File: src/rtl/relm_io_pkg.sv
// Shared ReLM IO definitions: serial FSM state encoding and command/status bit
// positions, given as offsets below the top data bit (WD) of pop_d/pop_q.
package relm_io_pkg;

  typedef enum logic [1:0] {
    ST_IDLE  = 2'd0,
    ST_START = 2'd1,
    ST_DATA  = 2'd2,
    ST_STOP  = 2'd3
  } uart_st_e;

  // pop_d strobes sit at bit WD-<offset>
  localparam int CMD_TX_WR   = 1;
  localparam int CMD_RX_POP  = 2;
  localparam int CMD_ERR_CLR = 3;

  // pop_q flags sit at bit WD-<offset>
  localparam int STS_TX_RDY  = 1;
  localparam int STS_RX_VLD  = 2;
  localparam int STS_OVR     = 3;
  localparam int STS_FERR    = 4;

endpackage

File: src/rtl/relm_fifo.sv
// Codebase FIFO: 2**WAD entries, head visible combinationally, a write into a
// full FIFO is accepted only when a read completes in the same cycle.
module relm_fifo #(
  parameter int WAD = 4,
  parameter int WD  = 8
) (
  input  logic          clk,
  input  logic          rst_n,
  input  logic          clear_in,
  input  logic          wr_en,
  input  logic [WD-1:0] wr_data,
  input  logic          rd_en,
  output logic [WD-1:0] rd_data,
  output logic          empty,
  output logic          full
);

  localparam logic [WAD:0]   DEPTH   = (WAD+1)'(2**WAD);
  localparam logic [WAD-1:0] PTR_ONE = 1;

  logic [WD-1:0]  mem [2**WAD];
  logic [WAD-1:0] wp, rp;
  logic [WAD:0]   count;
  logic           do_rd, do_wr;

  assign empty   = (count == '0);
  assign full    = (count == DEPTH);
  assign do_rd   = rd_en && !empty;
  assign do_wr   = wr_en && (!full || do_rd);
  assign rd_data = mem[rp];

  always_ff @(posedge clk or negedge rst_n) begin
    if (!rst_n) begin
      wp    <= '0;
      rp    <= '0;
      count <= '0;
    end else if (clear_in) begin
      wp    <= '0;
      rp    <= '0;
      count <= '0;
    end else begin
      if (do_wr) wp <= wp + PTR_ONE;
      if (do_rd) rp <= rp + PTR_ONE;
      count <= count + (WAD+1)'(do_wr) - (WAD+1)'(do_rd);
    end
  end

  always_ff @(posedge clk) begin
    if (do_wr && !clear_in) mem[wp] <= wr_data;
  end

endmodule

File: src/rtl/relm_uart.sv
// 8N1 UART for the ReLM CPU: FIFO-buffered receiver, single-byte holding
// register on transmit, and one registered status word on pop_q.
module relm_uart
  import relm_io_pkg::*;
#(
  parameter int WD  = 32,
  parameter int DIV = 434,
  parameter int WAD = 4
) (
  input  logic        clk,
  input  logic        rst_n_in,
  input  logic [WD:0] pop_d,
  output logic [WD:0] pop_q,
  input  logic        uart_in,
  output logic        uart_out
);

  localparam logic [15:0] BIT_END = 16'(DIV - 1);
  localparam logic [15:0] MID     = 16'(DIV / 2 - 1);

  logic tx_wr, rx_pop, err_clr;
  logic unused_pop_d;
  assign tx_wr        = pop_d[WD-CMD_TX_WR];
  assign rx_pop       = pop_d[WD-CMD_RX_POP];
  assign err_clr      = pop_d[WD-CMD_ERR_CLR];
  assign unused_pop_d = ^{pop_d[WD], pop_d[WD-4:8]};

  // synchronizer; prime marks when rx_s2 carries a real line sample after reset
  logic       rx_s1, rx_s2, armed;
  logic [1:0] prime;
  always_ff @(posedge clk or negedge rst_n_in) begin
    if (!rst_n_in) begin
      rx_s1 <= 1'b1;
      rx_s2 <= 1'b1;
      prime <= 2'b00;
      armed <= 1'b0;
    end else begin
      rx_s1 <= uart_in;
      rx_s2 <= rx_s1;
      prime <= {prime[0], 1'b1};
      if (prime[1] && rx_s2) armed <= 1'b1;
    end
  end

  uart_st_e    rx_st;
  logic [15:0] rx_cnt;
  logic [2:0]  rx_idx;
  logic [7:0]  rx_byte, fifo_head;
  logic        fifo_empty, fifo_full, stop_hit, fifo_wr, pop_ok, ovr_set, ferr_set;

  assign stop_hit = (rx_st == ST_STOP) && (rx_cnt == BIT_END);
  assign fifo_wr  = stop_hit && rx_s2;
  assign pop_ok   = rx_pop && !fifo_empty;
  assign ovr_set  = fifo_wr && fifo_full && !pop_ok;
  assign ferr_set = stop_hit && !rx_s2;

  always_ff @(posedge clk or negedge rst_n_in) begin
    if (!rst_n_in) begin
      rx_st  <= ST_IDLE;
      rx_cnt <= '0;
      rx_idx <= '0;
    end else begin
      case (rx_st)
        ST_IDLE: begin
          rx_cnt <= '0;
          rx_idx <= '0;
          if (armed && !rx_s2) rx_st <= ST_START;
        end
        ST_START: begin
          if (rx_cnt == MID) begin
            rx_cnt <= '0;
            rx_st  <= rx_s2 ? ST_IDLE : ST_DATA;
          end else rx_cnt <= rx_cnt + 16'd1;
        end
        ST_DATA: begin
          if (rx_cnt == BIT_END) begin
            rx_cnt <= '0;
            if (rx_idx == 3'd7) rx_st <= ST_STOP;
            else rx_idx <= rx_idx + 3'd1;
          end else rx_cnt <= rx_cnt + 16'd1;
        end
        default: begin
          if (rx_cnt == BIT_END) begin
            rx_cnt <= '0;
            rx_st  <= ST_IDLE;
          end else rx_cnt <= rx_cnt + 16'd1;
        end
      endcase
    end
  end

  always_ff @(posedge clk) begin
    if (rx_st == ST_DATA && rx_cnt == BIT_END) rx_byte[rx_idx] <= rx_s2;
  end

  relm_fifo #(.WAD(WAD), .WD(8)) u_fifo (
    .clk      (clk),
    .rst_n    (rst_n_in),
    .clear_in (1'b0),
    .wr_en    (fifo_wr),
    .wr_data  (rx_byte),
    .rd_en    (rx_pop),
    .rd_data  (fifo_head),
    .empty    (fifo_empty),
    .full     (fifo_full)
  );

  // a set event in the same cycle as a clear wins
  logic overrun, framing_error;
  always_ff @(posedge clk or negedge rst_n_in) begin
    if (!rst_n_in) begin
      overrun       <= 1'b0;
      framing_error <= 1'b0;
    end else begin
      if (ovr_set) overrun <= 1'b1;
      else if (err_clr) overrun <= 1'b0;
      if (ferr_set) framing_error <= 1'b1;
      else if (err_clr) framing_error <= 1'b0;
    end
  end

  uart_st_e    tx_st;
  logic [15:0] tx_cnt;
  logic [2:0]  tx_idx;
  logic [7:0]  hold_data, tx_shift;
  logic        hold_full, hold_full_nxt, tx_take, tx_bit_end;

  assign tx_bit_end = (tx_cnt == BIT_END);
  // the holding register drains at idle or right at the end of a stop bit
  assign tx_take = hold_full && ((tx_st == ST_IDLE) || (tx_st == ST_STOP && tx_bit_end));

  always_comb begin
    hold_full_nxt = hold_full;
    if (tx_take) hold_full_nxt = 1'b0;
    else if (tx_wr && !hold_full) hold_full_nxt = 1'b1;
  end

  always_ff @(posedge clk) begin
    if (tx_wr && !hold_full) hold_data <= pop_d[7:0];
    if (tx_take) tx_shift <= hold_data;
    else if (tx_st == ST_DATA && tx_bit_end) tx_shift <= tx_shift >> 1;
  end

  always_ff @(posedge clk or negedge rst_n_in) begin
    if (!rst_n_in) begin
      tx_st     <= ST_IDLE;
      tx_cnt    <= '0;
      tx_idx    <= '0;
      uart_out  <= 1'b1;
      hold_full <= 1'b0;
    end else begin
      hold_full <= hold_full_nxt;
      case (tx_st)
        ST_IDLE: begin
          tx_cnt <= '0;
          tx_idx <= '0;
          if (tx_take) begin
            tx_st    <= ST_START;
            uart_out <= 1'b0;
          end
        end
        ST_START: begin
          if (tx_bit_end) begin
            tx_cnt   <= '0;
            tx_idx   <= '0;
            tx_st    <= ST_DATA;
            uart_out <= tx_shift[0];
          end else tx_cnt <= tx_cnt + 16'd1;
        end
        ST_DATA: begin
          if (tx_bit_end) begin
            tx_cnt <= '0;
            if (tx_idx == 3'd7) begin
              tx_st    <= ST_STOP;
              uart_out <= 1'b1;
            end else begin
              tx_idx   <= tx_idx + 3'd1;
              uart_out <= tx_shift[1];
            end
          end else tx_cnt <= tx_cnt + 16'd1;
        end
        default: begin
          if (tx_bit_end) begin
            tx_cnt <= '0;
            if (tx_take) begin
              tx_st    <= ST_START;
              uart_out <= 1'b0;
            end else tx_st <= ST_IDLE;
          end else tx_cnt <= tx_cnt + 16'd1;
        end
      endcase
    end
  end

  // tx_ready follows the holding register as it stands after this edge
  always_ff @(posedge clk or negedge rst_n_in) begin
    if (!rst_n_in) begin
      pop_q                 <= '0;
      pop_q[WD-STS_TX_RDY]  <= 1'b1;
    end else begin
      pop_q                 <= '0;
      pop_q[WD-STS_TX_RDY]  <= !hold_full_nxt;
      pop_q[WD-STS_RX_VLD]  <= !fifo_empty;
      pop_q[WD-STS_OVR]     <= overrun;
      pop_q[WD-STS_FERR]    <= framing_error;
      pop_q[7:0]            <= fifo_empty ? 8'h00 : fifo_head;
    end
  end

endmodule

File: config.mk
export PLATFORM = sky130hd
export DESIGN_NAME = relm_uart
export DESIGN_NICKNAME = d
export VERILOG_FILES = /design/src/rtl/relm_io_pkg.sv /design/src/rtl/relm_fifo.sv /design/src/rtl/relm_uart.sv
export SDC_FILE = /design/constraint.sdc
export NUM_CORES = 1
export LEC_CHECK = 0
export CORE_ASPECT_RATIO = 2
export CORE_MARGIN = 5
export CORE_UTILIZATION = 59
export CTS_BUF_LIST = sky130_fd_sc_hd__clkbuf_16
export CTS_CLUSTER_SIZE = 14
export DETAILED_ROUTE_END_ITERATION = 12
export GPL_ROUTABILITY_DRIVEN = 0
export HOLD_SLACK_MARGIN = 0.03
export PLACE_DENSITY = 0.8
export SLEW_MARGIN = 20
export SYNTH_ARGS = -nofsm -noshare
export SYNTH_HDL_FRONTEND = slang
export SYNTH_SLANG_ARGS = --single-unit
File: constraint.sdc
create_clock -name clk -period 3.85 [get_ports clk]
set_input_delay 0.9625 -clock clk [delete_from_list [all_inputs] [get_ports clk]]
set_output_delay 0.9625 -clock clk [all_outputs]
set_load 0.005 [all_outputs]
; ---- Word level (Yosys, flattened, before mapping)
; Memory sizes are Yosys's and may differ from the RTL's.
; Cells that the tools add are included.
[totals]
regBits = 100
ram_bits = 128
out_inout_bits = 34
word_cells = 137
n_memories = 1
[memory_table]
columns = name, depth, width, read_ports, rd_ports_with_merged_regs, write_ports, line_no
row1 = u_fifo.mem, 16, 8, 1, 0, 1, relm_fifo.sv:21  ; logic [WD-1:0] mem [2**WAD];
[classes]
addsub = 8
magnitude_cmp = 2
eq_ne = 22
muxes = 45
reduce_logical = 38
[ops]
columns = operator, n
row1 = 16-bit two-way mux, 4
row2 = "16-bit by 1-bit adder with 16-bit output, second input constant", 2
row3 = "16-bit by 9-bit == test with 1-bit output, second input constant", 2
row4 = 16-bit one-hot mux with 2 select lines, 1
row5 = 8-bit two-way mux, 3
row6 = 2-bit two-way mux, 11
row7 = "2-bit inequality test, second input constant", 9
row8 = "16-bit by 8-bit == test with 1-bit output, second input constant", 1
row9 = 1-bit logical AND, 15
row10 = 3-bit two-way mux, 5
row11 = 1-bit two-way mux, 14
row12 = 2-bit one-hot mux with 3 select lines, 2
row13 = 5-bit AND reduction, 2
row14 = 2-bit nonzero test, 5
row15 = 3-bit one-hot mux with 3 select lines, 1
row16 = "4-bit by 1-bit adder with 4-bit output, second input constant", 2
row17 = 8-bit bitwise mux, 1
row18 = "2-bit == test, second input constant", 4
row19 = "3-bit by 1-bit adder with 3-bit output, second input constant", 2
row20 = "3-bit == test, second input constant", 2
row21 = 1-bit zero test, 6
row22 = 3-bit one-hot mux with 2 select lines, 1
row23 = 3-bit AND reduction, 2
row24 = 3-bit nonzero test, 2
row25 = other kinds (13), 16

; ---- Depth between registers and ports, before layout
; Gate-level depths: netlist of the first run.
[depth]
word_depth = 7
depth_mapped = 14

; ---- Cells and area by module
; A second synthesis of the first run with hierarchy kept.
[hier_totals]
hier_cells = 689
hier_area_um2 = 10012.1
[by_module_without_submodules]
columns = mod, n_inst, cells_each, area_per_inst_um2, seq_area_each_um2
row1 = relm_fifo, 1, 332, 5876.9, 4169.0
row2 = relm_uart, 1, 357, 4135.2, 2302.2

; ---- Least setup slack after synthesis of the first run
; Ideal clock, no wire load.
[synth_path]
path_kind = reg-to-reg
from = reg rx_cnt[1]
to = reg u_fifo.count[4]
arrival_ps = 2777
required_ps = 3770
setup_slack_ps = 993
stages_incl_launch_ff = 14
path_buffers = 1
synth_period_minus_slack_ps = 2857
path_cell_list = dfrtp_1 > inv_1 > ha_1 > or4bb_1 > or4_4 > buf_6 > nor2_4 > ha_1 > inv_1 > fa_1 > inv_1 > a21oi_1 > o21bai_1 > xnor2_1
[synth_via]
elab_chain_len = 6
[synth_lines]
columns = element, line_no
row1 = start: declaration, relm_uart.sv:46  ; logic [15:0] rx_cnt;
row2 = start signal: assignment, relm_uart.sv:73  ; end else rx_cnt <= rx_cnt + 16'd1;
row3 = start signal: assignment, relm_uart.sv:80  ; end else rx_cnt <= rx_cnt + 16'd1;
row4 = start signal: assignment, relm_uart.sv:86  ; end else rx_cnt <= rx_cnt + 16'd1;
row5 = 16-bit by 9-bit == test with 1-bit output, relm_uart.sv:51  ; assign stop_hit = (rx_st == ST_STOP) && (rx_cnt == BIT_END);
row6 = 1-bit logical AND, relm_uart.sv:51
row7 = 1-bit logical AND, relm_uart.sv:52  ; assign fifo_wr = stop_hit && rx_s2;
row8 = 1-bit logical AND, relm_fifo.sv:29  ; assign do_wr = wr_en && (!full || do_rd);
row9 = 5-bit by 1-bit adder with 5-bit output, relm_fifo.sv:44  ; count <= count + (WAD+1)'(do_wr) - (WAD+1)'(do_rd);
row10 = 5-bit by 1-bit subtractor with 5-bit output, relm_fifo.sv:44
row11 = end signal: assignment, relm_fifo.sv:44
row12 = end: declaration, relm_fifo.sv:23  ; logic [WAD:0] count;
; No other way between the ends.
; A chain may end at the register's enable or synchronous reset.

; ---- Final worst setup path of the first run
[layout_path]
from = reg rx_cnt[10]
to = reg u_fifo.count[4]
; Same word-level chain as after synthesis.

==> results of run 1 <==
[cell type report]
cell class	count	area share (%)
multi-input combinational	358	28.1
inverter	28	0.980
tap	204	2.38
clock inverter	14	0.525
sequential	228	60.3
clock buffer	21	4.90
timing repair buffer	31	2.79
[synthesized netlist by cell type (6+ instances only)]
| master | number |
|---|---|
| sky130_fd_sc_hd__edfxtp_1 | 152 |
| sky130_fd_sc_hd__dfrtp_1 | 72 |
| sky130_fd_sc_hd__nor2_1 | 45 |
| sky130_fd_sc_hd__mux4_2 | 32 |
| sky130_fd_sc_hd__xnor2_1 | 29 |
| sky130_fd_sc_hd__inv_1 | 28 |
| sky130_fd_sc_hd__ha_1 | 24 |
| sky130_fd_sc_hd__buf_4 | 22 |
| sky130_fd_sc_hd__nand2_1 | 19 |
| sky130_fd_sc_hd__a211oi_1 | 16 |
| sky130_fd_sc_hd__and2_1 | 14 |
| sky130_fd_sc_hd__clkbuf_1 | 13 |
| sky130_fd_sc_hd__nor2b_1 | 13 |
| sky130_fd_sc_hd__nand3_1 | 12 |
| sky130_fd_sc_hd__nor3_1 | 11 |
| sky130_fd_sc_hd__nor4_1 | 11 |
| sky130_fd_sc_hd__mux2i_1 | 9 |
| sky130_fd_sc_hd__nand4_1 | 9 |
| sky130_fd_sc_hd__nand2b_1 | 7 |
| sky130_fd_sc_hd__xor2_1 | 7 |
| sky130_fd_sc_hd__a21oi_1 | 6 |
| sky130_fd_sc_hd__buf_2 | 6 |
| sky130_fd_sc_hd__mux2_1 | 6 |
| sky130_fd_sc_hd__o21ai_0 | 6 |
[cell usage in the layout (no fill, tap or decap), types with 6 or more instances in the layout]
master and count:
sky130_fd_sc_hd__nor2b_1 13, sky130_fd_sc_hd__nor3_1 11, sky130_fd_sc_hd__conb_1 22, sky130_fd_sc_hd__nand3_1 12, sky130_fd_sc_hd__dfrtp_1 72, sky130_fd_sc_hd__nor4_1 11, sky130_fd_sc_hd__mux2i_1 9, sky130_fd_sc_hd__a21oi_1 6
sky130_fd_sc_hd__and2_1 14, sky130_fd_sc_hd__nor2_1 45, sky130_fd_sc_hd__o21ai_0 6, sky130_fd_sc_hd__inv_1 39, sky130_fd_sc_hd__xor2_1 7, sky130_fd_sc_hd__ha_1 24, sky130_fd_sc_hd__nand2b_1 7, sky130_fd_sc_hd__clkbuf_16 21
sky130_fd_sc_hd__mux2_1 6, sky130_fd_sc_hd__clkdlybuf4s50_1 25, sky130_fd_sc_hd__nand4_1 9, sky130_fd_sc_hd__xnor2_1 29, sky130_fd_sc_hd__mux4_2 32, sky130_fd_sc_hd__a211oi_1 16, sky130_fd_sc_hd__nand2_1 19, sky130_fd_sc_hd__edfxtp_1 152
[path summary, 6_finish.rpt]
kind                                 startpoint                   endpoint  slack [ps]  cells past startpoint
min                             rx_s1$_DFF_PN1_            rx_s2$_DFF_PN1_         350                      0
max in group asynchronous              rst_n_in         pop_q[0]$_DFF_PN0_        2800                      1
min reg2reg                     rx_s1$_DFF_PN1_            rx_s2$_DFF_PN1_         350                      0
min in group asynchronous              rst_n_in        tx_cnt[7]$_DFF_PN0_         490                      1
max                        rx_cnt[10]$_DFF_PN0_  u_fifo.count[4]$_DFF_PN0_         720                     10
max reg2reg                rx_cnt[10]$_DFF_PN0_  u_fifo.count[4]$_DFF_PN0_         720                     10
[layer usage]
metal | part of all wire (%) | global-route usage (%) | vias up
met5 | 0 | 0 | -
met4 | 2.9 | 7.07 | 0
met3 | 3.4 | 2.07 | 33
met2 | 60 | 39.2 | 130
met1 | 33 | 18.9 | 2663
li1 | - | - | 2391
[state kept, by name, indices dropped and copies added, names as in the netlist, 4 cells and up]
register,flops
u_fifo.count,5
hold_data,8
tx_shift,8
tx_cnt,16
u_fifo.mem,128
rx_cnt,16
rx_byte,8
u_fifo.rp,4
pop_q,12
u_fifo.wp,4
[through the flow]
step,area [µm²],hold slack [ps],cells,power [mW]
6_report,10700,350,884,6.40
5_1_grt,10700,357,884,6.73
4_1_cts,10700,353,884,6.47
3_5_place_dp,10100,347,849,4.67
3_3_place_gp,10100,338,849,4.59
2_1_floorplan,9860,331,659,4.21
[power by group through the flow]
stage	sequential, mW	clock [mW]	combinational (mW)
after floorplan	2.97	0	1.23
after global placement	3.08	0	1.51
final	3.05	1.81	1.54
after detailed placement	3.10	0	1.57
after global routing	3.08	1.94	1.71
after CTS	3.05	1.84	1.58
[worst max-delay path, cell delays in order (launching register included)]
cell                       delay (ps)
sky130_fd_sc_hd__dfrtp_1          430
sky130_fd_sc_hd__or4_1            570
sky130_fd_sc_hd__or4_4            660
sky130_fd_sc_hd__nor2_4           260
sky130_fd_sc_hd__ha_1             210
sky130_fd_sc_hd__inv_1             60
sky130_fd_sc_hd__fa_1             420
sky130_fd_sc_hd__inv_1             90
sky130_fd_sc_hd__a21oi_1           60
sky130_fd_sc_hd__o21bai_1         150
sky130_fd_sc_hd__xnor2_1          140
[logic make-up after synthesis]
family | synth area share [%]
XOR/XNOR | 3.22
AND/OR/NAND/NOR | 10.0
other | 0.0768
flip-flops | 66.2
adder cells (fa/ha/maj) | 3.27
AO/OA/AOI/OAI | 3.90
buffers and inverters | 3.80
multiplexers | 9.56
==> results list, run 1 <==
* Clock sink count: 228
* Remaining global-route overflow: 0
* Dominant synthesized flop cell: sky130_fd_sc_hd__edfxtp_1
- Kind of launch point of the worst setup path: register
- Number of instances in the synthesized netlist: 639
- For this block, the initial DRC count from the detailed router was 237.
- Clock Tree Buf Depth: 3
* # diodes: 0
- Total vias in the final route: 5217
* Leakage power: 3.93 nW
* Height of the die: 192 µm
- Worst slack at placement: 508 ps
* Net switching power figure: 1.81 mW
- Input and output buffers added on the ports amount to 26.
* Number of resized instances in the post-cts repair step: 0
- Drt total wl: 18000 µm
- The floorplan step set the die width to 101 µm.
* Worst-Margin Slew: 937 ps
- Wire length of the first global-routing pass: 28700 µm
- Once layout is complete, the utilization of the core stands at 65.9%.
- Filler instances: 1083
* Seq/Total Area, Yosys: 66.2%
- Result of the run: completed
- Post-CTS timing repair inserted 0 buffers for setup.
- The synthesized netlist contains 58 unique library cells.
- Post-route DRC: 0
* Clock insertion delay at the later pin of the skew report: 490 ps
- In this run the count of I/O pins placed on the die edge is 70.
- Data on the critical path is required at its endpoint by 4260 ps.
- The tree is rooted in a sky130_fd_sc_hd__clkbuf_16.
* EDFF count, synth: 152
* Classification of the worst-slack hold path: register to register
- Hold Vio Cnt, Final: 0
* Share of final-layout standard cells stronger than drive strength 1: 12.9%
* Routed len/inst: 20.4 µm
* Sequential Area: 6470 µm²
- Summed over its instances, the top area cell type makes up 46.7% of the synthesized netlist area.
- Global-route usage over all layers: 19.2%
* Post-route clock skew: 13.4 ps
- Total number of nets in the final design: 728
- TritonCTS buffer count: 20
* H-tree depth: 1
* Part of the cycle the worst path needs: 81.2%
- Unrepaired setup endpoints after global routing: false
- Worst setup EP type: register
- Summing every instance area after synthesis gives 9780 µm².
- Static timing analysis puts the maximum clock frequency at 320 MHz.
- The floorplan has 66 rows.
- The worst path meets setup with 722 ps of slack.
* Total count of max-transition violations in the final report: 0
- Averaged over all synthesized cells, the footprint is 15.3 µm².
- Number of global-route vias before repair: 5591
- Power Internal: 4.59 mW
- Share of flip-flops with an asynchronous set or reset: 33.3%
- Crit Path Class: register to register
* Antenna-violating nets left: 0
- Starting density of the core: 60.1%
- The die covers 19400 µm².
* First-pass iteration count of the detailed router: 5
- Max-capacitance violation count: 0
* Yosys synthesis warning count: 0
- Summed over all instances, the cell type with the most area after synthesis is sky130_fd_sc_hd__edfxtp_1.
* Power density over cell area: 597 nW/µm²
* Post-synthesis to final-layout area growth: 9.66%
- Worst IR drop on VDD: 0.543 mV
- Net switching is 28.3% of the power.
* Portion of total power attributed to the clock network: 28.2%
- Combinational logic is responsible for 24.1% of the overall power.
- Once detailed placement completed, the half-perimeter wirelength came to 12700 µm.
- At the worst endpoint, the arrival time is 3540 ps.
- Clock slew at reported path FFs: 60 ps
- Measured against its own limit, the worst slew margin works out to 37.5%.
* Post-synthesis sequential element count: 228
- Total negative slack for setup checks: 0 ps
- The initial antenna violation count came to 0.
- In the final layout, the multi-input gates occupy 3010 µm².
- TritonCTS clock tree: built
* Vias/cell: 5.90
* Area of the core: 16300 µm²
- Along the worst path, the maximum fanout reaches 11.
* Flop pwr share: 47.7%
- Finish-stage setup viols: 0
- Entering global routing, the biggest net connects 77 pins.
* Minimum clock period: 3130 ps
* Cell types occupying the most area after synthesis: sky130_fd_sc_hd__edfxtp_1, sky130_fd_sc_hd__dfrtp_1, sky130_fd_sc_hd__mux4_2
- For this design, the CTS-stage hold fixing added 0 buffers.
Power figures use the tool's default switching activity.
==> inputs of run 2 (changes only) <==
clock period = 2.99 ns   (was 3.85 ns; I/O delays follow)
==> results list, run 2 (same netlist as run 1, synthesis figures left out) <==
- Result of the run: completed
- Port Buffer Count: 26 (unchanged)
* Largest fanout of any net on the critical path: 4 (-7)
* Maximum number of pins on one net before global-route repair: 47 (-39%)
* Placed cell areas: 10400 µm² (+2.7%)
* Clock slew at reported path FFs: 70 ps (about the same)
- The total global routing overflow was 0 (unchanged).
* Drt total wl: 18800 µm (+4.3%)
- The number of flip-flops under the largest register name is 128 (unchanged).
- The final count of pins violating max slew is 0 (unchanged).
- Post-synthesis to final-layout area growth: 12.8%
- The worst hold margin is 217 ps (-133 ps).
* Worst-Margin Slew: 811 ps (-126 ps)
- The all-layer global routing usage came to 20.2% (+1.0 points).
- Unrepaired setup endpoints after global routing: false
- The routed wire length per instance came to 20.8 µm (+2.1%).
- The worst register-to-register path begins at rx_cnt[13]$_DFF_PN0_.
- Minimum clock period: 2810 ps (-318 ps)
- The number of buffers inserted during clock tree synthesis came to 20 (unchanged).
- The total number of vias is 5331 (+2.2%).
- The number of failing hold endpoints at the final stage was 0 (unchanged).
* IO Count: 70 (unchanged)
* Max-capacitance violation count: 0 (unchanged)
- The worst setup path is of the register to register kind.
- The static power due to leakage is 4.07 nW (+3.6%).
- The post-CTS repair timing setup buffer count was 0 (unchanged).
- The number of setup violations in the final report is 0 (unchanged).
- Initial drt markers: 376 (+59%)
- The post-detailed-placement half-perimeter wirelength was 13100 µm (+3.0%).
- The floorplan row count is 66 (unchanged).
* Post-route DRC: 0 (unchanged)
* H-tree depth: 1 (unchanged)
* First-pass iteration count of the detailed router: 4 (-1)
* Width of the die: 101 µm (unchanged)
- In this run the clock root is driven by a sky130_fd_sc_hd__clkbuf_16.
- Leaving out fill and tap cells, the most frequent cells in the layout are sky130_fd_sc_hd__edfxtp_1, sky130_fd_sc_hd__dfrtp_1, sky130_fd_sc_hd__nor2_1.
* # diodes: 0 (unchanged)
- Post-route clock skew: 13.1 ps (-0.296 ps)
- The clock network latency to the later pin of the worst-skew pair was 490 ps (about the same).
* Critical Path Start: rx_cnt[13]$_DFF_PN0_
- Vias/cell: 5.90 (about the same)
- The ratio of total power to cell area is 765 nW/µm² (+28%).
- Worst slack at placement: 43.5 ps (-464 ps)
* Filler instances: 1065 (-1.7%)
- Slew margin rel.: 45.4% (+7.9 points)
* Clock Tree Buf Depth: 3 (unchanged)
* Setup ws final: 181 ps (-542 ps)
* Part of the cycle the worst path needs: 94.0% (+13 points)
- Total negative slack for setup checks: 0 ps (unchanged)
* Share of final-layout standard cells stronger than drive strength 1: 15.7% (+2.8 points)
- Clock sink count: 228 (unchanged)
- Height of the die: 192 µm (unchanged)
* Wire length of the first global-routing pass: 30200 µm (+5.2%)
* TritonCTS clock tree: built
* Number of antenna violations at the first check in global routing: 0 (unchanged)
- Max Freq: 356 MHz (+11%)
- Most common cell after layout, fill and taps aside: sky130_fd_sc_hd__edfxtp_1
* Number of global-route vias before repair: 5696 (+1.9%)
- Final design area excluding fillers: 11000 µm² (+2.8%)
* Area of the core: 16300 µm² (unchanged)
- Worst setup EP type: register
- Register ranked first by flip-flop count: u_fifo.mem
- The highest ir drop seen on vdd came to 0.563 mV (+3.7%).
- The critical path arrival came to 3220 ps (-320 ps).
- The number of routed nets with antenna violations was 0 (unchanged).
- Starting density of the core: 60.1% (unchanged)
- Total number of nets in the final design: 746 (+2.5%)
- The worst setup path is launched from a register.
- The largest registers in the layout are u_fifo.mem (128), rx_cnt (16), tx_cnt (16).
- Worst Path Required: 3400 ps (-860 ps)
- Die Area: 19400 µm² (unchanged)
- Classification of the worst-slack hold path: input pin to asynchronous set/reset pin
-- run 2: path summary, 6_finish.rpt --
kind                                        endpoint  slack, ps  cells after the start
max                        u_fifo.count[4]$_DFF_PN0_        180                     10
min                               pop_q[3]$_DFF_PN0_        220                      1
max in group asynchronous        pop_q[31]$_DFF_PN1_       2130                      2
max reg2reg                u_fifo.count[4]$_DFF_PN0_        180                     10
min reg2reg                          rx_s2$_DFF_PN1_        360                      0
min in group clk                     rx_s2$_DFF_PN1_        360                      0
-- run 2: cell type report --
| type | instances | area [µm²] | share of cell area (%) |
|---|---|---|---|
| clock inverters | 15 | 83.8 | 0.760 |
| well taps | 204 | 255 | 2.31 |
| inverters | 28 | 105 | 0.953 |
| flip-flops and latches | 228 | 6470 | 58.7 |
| multi-input cells | 358 | 3020 | 27.4 |
| clock buffers | 21 | 526 | 4.76 |
| repair buffers | 49 | 568 | 5.15 |
-- run 2: through the flow --
step | cells | util [%] | power, mW
after floorplan | 659 | - | 5.42
after global placement | 867 | 64.0 | 5.96
after detailed placement | 867 | 64.0 | 6.09
after CTS | 903 | 67.8 | 8.52
after global routing | 903 | 67.8 | 8.85
final | 903 | 67.8 | 8.43
-- run 2: repair_timing --
action,4_1_cts,5_1_grt
hold buffers,0,0
setup endpoints to repair,0,25
gates resized for setup,0,4
-- run 2: layer usage --
layer / share of wire (%) / vias up / GRT usage (%) / routed length [µm]
met5: 0 / - / 0 / 0
met1: 33 / 2710 / 21.2 / 6180
met2: 59 / 155 / 39.4 / 11100
li1: - / 2426 / - / -
met3: 4.0 / 40 / 2.36 / 748
met4: 4.3 / 0 / 8.45 / 806
-- run 2: report_power, final --
group          internal (mW)  switching, mW
logic                   1.07           1.05
clock network           1.35           1.07
registers               3.62          0.272
total                   6.04           2.40
-- run 2: critical path, cell delays in order, from the launching register on --
cell and delay, ps:
sky130_fd_sc_hd__dfrtp_1 420, sky130_fd_sc_hd__or4_4 560, sky130_fd_sc_hd__or4_4 570, sky130_fd_sc_hd__nor2_4 130, sky130_fd_sc_hd__ha_1 180, sky130_fd_sc_hd__inv_1 60, sky130_fd_sc_hd__fa_1 390, sky130_fd_sc_hd__inv_1 80
sky130_fd_sc_hd__a21oi_1 60, sky130_fd_sc_hd__o21bai_1 170, sky130_fd_sc_hd__xnor2_1 140
==> inputs of run 3 (changes only) <==
CAP_MARGIN = 20   (was unset)
CORE_ASPECT_RATIO = 1.4   (was 2)
TNS_END_PERCENT = 5   (was unset)
==> results list, run 3 (same netlist as run 1, synthesis figures left out) <==
- The quantity of I/O buffers inserted on ports was 26 (unchanged).
* Switching power as a share of total power: 28.6% (+0.16 points)
- The setup slack at placement came to 69.9 ps (+26.4 ps).
- Maximum single-stage delay on the critical path: 490 ps (-80 ps)
* Result of the run: completed
- The area of the core is 16200 µm² (-0.17%).
- H-tree depth: 1 (unchanged)
- Sequential Area: 6470 µm² (unchanged)
- Most common cell after layout, fill and taps aside: sky130_fd_sc_hd__edfxtp_1
* Slowest stage cell on the critical path: sky130_fd_sc_hd__or4bb_1
- Antenna-violating nets left: 0 (unchanged)
- The detailed router's first-iteration violation count came to 340 (-9.6%).
- The critical path arrival is 3240 ps (+20 ps).
- Minimum clock period: 2830 ps (+20.7 ps)
* Maximum number of pins on one net before global-route repair: 36 (-23%)
- The top fanout value on the critical path was 3 (-1).
- The number of global-route vias before repair came to 5652 (-0.77%).
* Power density over cell area: 758 nW/µm² (-0.93%)
- The number of setup violations in the final report is 0 (unchanged).
* TritonCTS buffer count: 21 (+5.0%)
* Flip-flop count of the largest register after layout: 128 (unchanged)
* Wire length of the first global-routing pass: 29400 µm (-2.9%)
* Clock insertion delay at the later pin of the skew report: 490 ps (about the same)
- The data required time at the worst endpoint is 3400 ps (about the same).
- Worst-Margin Slew: 758 ps (-53.5 ps)
* Share of final-layout standard cells stronger than drive strength 1: 16.1% (+0.41 points)
- The die area is 19300 µm² (-0.62%).
- Portion of total power attributed to the clock network: 28.2% (-0.5 points)
- In the layout the commonest cells are sky130_fd_sc_hd__edfxtp_1, sky130_fd_sc_hd__dfrtp_1, sky130_fd_sc_hd__nor2_1.
- The highest ir drop seen on vdd came to 0.428 mV (-24%).
* Ordered list of cells on the worst path: inv_1 > ha_1 > or4bb_1 > or4_4 > nor2_4 > ha_1 > inv_1 > fa_1 > inv_1 > a21oi_1 > o21bai_1 > xnor2_1
- The total negative setup slack is 0 ps (unchanged).
- The critical path in this run is classified as register to register.
- The top achievable clock speed was 353 MHz (-0.73%).
* Setup ws final: 160 ps (-20.7 ps)
- The cell-internal power came to 5.96 mW (-1.2%).
- The first-pass detailed-route iteration total was 5 (+1).
* Remaining global-route overflow: 0 (unchanged)
* Width of the die: 119 µm (+18%)
- TritonCTS clock tree: built
* Largest regs: u_fifo.mem (128), rx_cnt (16), tx_cnt (16)
- Total count of max-transition violations in the final report: 0 (unchanged)
* Drt total wl: 17900 µm (-4.8%)
* IO Count: 70 (unchanged)
* Register ranked first by flip-flop count: u_fifo.mem
- The root buffer cell chosen for the clock tree is sky130_fd_sc_hd__clkbuf_16.
* Post-synthesis to final-layout area growth: 12.7% (about the same)
* Clock slew at reported path FFs: 70 ps (about the same)
* Leakage power: 4.07 nW (-0.14%)
* HPWL Detailed: 12000 µm (-8.1%)
- Post-route clock skew: 8.53 ps (-4.60 ps)
- Max-capacitance violation count: 0 (unchanged)
- In this design, the critical path's most frequently occurring cell is sky130_fd_sc_hd__inv_1.
- Height of the die: 162 µm (-15%)
- The number of DRC violations after detailed routing came to 0 (unchanged).
- The initial core utilization was 60.2% (+0.10 points).
* Number of antenna violations at the first check in global routing: 0 (unchanged)
* Filler instances: 1081 (+1.5%)
* Number of post-CTS setup repair buffers: 0 (unchanged)
* # diodes: 0 (unchanged)
- The share of the clock period used by the worst path after layout was 94.7% (+0.69 points).
- The remaining max-slew budget at the tightest pin was 49.0% (+3.6 points).
* Kind of launch point of the worst setup path: register
- The post-placement cell count came to 867 (unchanged).
- Worst setup EP type: register
* Vias/cell: 5.87 (-0.60%)
- The combined area of the multi-input logic cells came to 3020 µm² (-0.17%).
- Flop pwr share: 46.8% (+0.7 points)
- Routed len/inst: 19.8 µm (-5.1%)
* Hold Vio Cnt, Final: 0 (unchanged)
* Non-filler cells, final: 905 (+0.22%)
- The number of clock sinks is 228 (unchanged).
- Row count: 55 (-17%)
- Clock Tree Buf Depth: 3 (unchanged)
- The all-layer global routing usage came to 19.2% (-1.1 points).
* Classification of the worst-slack hold path: input pin to asynchronous set/reset pin
- The total number of vias is 5311 (-0.38%).
* Net switching power figure: 2.38 mW (-0.47%)
* Unrepaired setup endpoints after global routing: true
- The relative contribution of combinational cells to total power came to 24.9% (-0.3 points).
- The number of nets in the finished design came to 752 (+0.80%).
==> run 3: changes by cell type in the layout (fill, tap and decap cells not counted) <==
| cell | delta |
|---|---|
| sky130_fd_sc_hd__buf_4 | +7 |
| sky130_fd_sc_hd__clkinv_1 | +7 |
| sky130_fd_sc_hd__inv_1 | -6 |
| sky130_fd_sc_hd__buf_12 | -2 |
| sky130_fd_sc_hd__clkinv_2 | +2 |
| sky130_fd_sc_hd__and2_1 | +1 |
| sky130_fd_sc_hd__and2_2 | -1 |
| sky130_fd_sc_hd__bufinv_16 | -1 |
| sky130_fd_sc_hd__inv_2 | -1 |
| sky130_fd_sc_hd__inv_6 | +1 |
| sky130_fd_sc_hd__or4_1 | +1 |
| sky130_fd_sc_hd__or4_4 | -1 |
==> run 3: layout make-up <==
type / instances / share of cell area, %
inverter: 28 / 0.954
tap: 199 / 2.26
clock inverter: 17 / 0.659
multi-input combinational: 358 / 27.4
clock buffer: 21 / 4.77
timing repair buffer: 54 / 5.27
sequential: 228 / 58.7
==> run 3: power by group through the flow <==
stage	combinational (mW)	sequential [mW]	clock, mW
finish	2.08	3.91	2.36
global route	2.29	3.95	2.56
CTS	2.10	3.91	2.42
detailed placement	2.08	3.97	0
global placement	2.00	3.95	0
floorplan	1.59	3.83	0
==> run 3: worst max-delay path: cells and delay by family, from the launching register on <==
kind,cells,cell delay [ps]
AO/OA/AOI/OAI,2,210
buffers and inverters,3,210
adder cells (fa/ha/maj),3,720
XOR/XNOR,1,140
flip-flops,1,400
AND/OR/NAND/NOR,3,1080
==> run 3: path summary, 6_finish.rpt <==
kind,start,endpoint,slack (ps),cells after the start
hold reg to reg,prime[0]$_DFF_PN0_,prime[1]$_DFF_PN0_,350,0
hold / removal,rst_n_in,pop_q[6]$_DFF_PN0_,220,1
max in group asynchronous,rst_n_in,rx_s1$_DFF_PN1_,2050,2
setup / recovery,rx_cnt[1]$_DFF_PN0_,u_fifo.count[4]$_DFF_PN0_,160,12
min in group clk,prime[0]$_DFF_PN0_,prime[1]$_DFF_PN0_,350,0
setup reg to reg,rx_cnt[1]$_DFF_PN0_,u_fifo.count[4]$_DFF_PN0_,160,12
==> run 3: timing repair <==
item | in CTS | in global routing
hold buffers | 0 | 0
hold endpoints to repair | 0 | 0
resized for setup | 0 | 2
setup endpoints to repair | 0 | 17
==> run 3: layer usage <==
metal / global-route usage [%] / part of all wire (%) / vias to the layer above
met3: 2.22 / 3.9 / 27
met4: 6.54 / 2.5 / 0
met1: 22.3 / 37 / 2719
met5: 0 / 0 / -
li1: - / - / 2436
met2: 36.6 / 57 / 129
==> run 3: metrics by stage <==
stage | area, µm² | hold WS (ps) | total power, mW | utilization, %
detailed placement | 10400 | 335 | 6.06 | 64.2
CTS | 11000 | 214 | 8.43 | 67.8
floorplan | 9860 | 331 | 5.42 | -
global route | 11000 | 237 | 8.81 | 67.9
finish | 11000 | 216 | 8.35 | 67.9
global placement | 10400 | 336 | 5.95 | 64.2
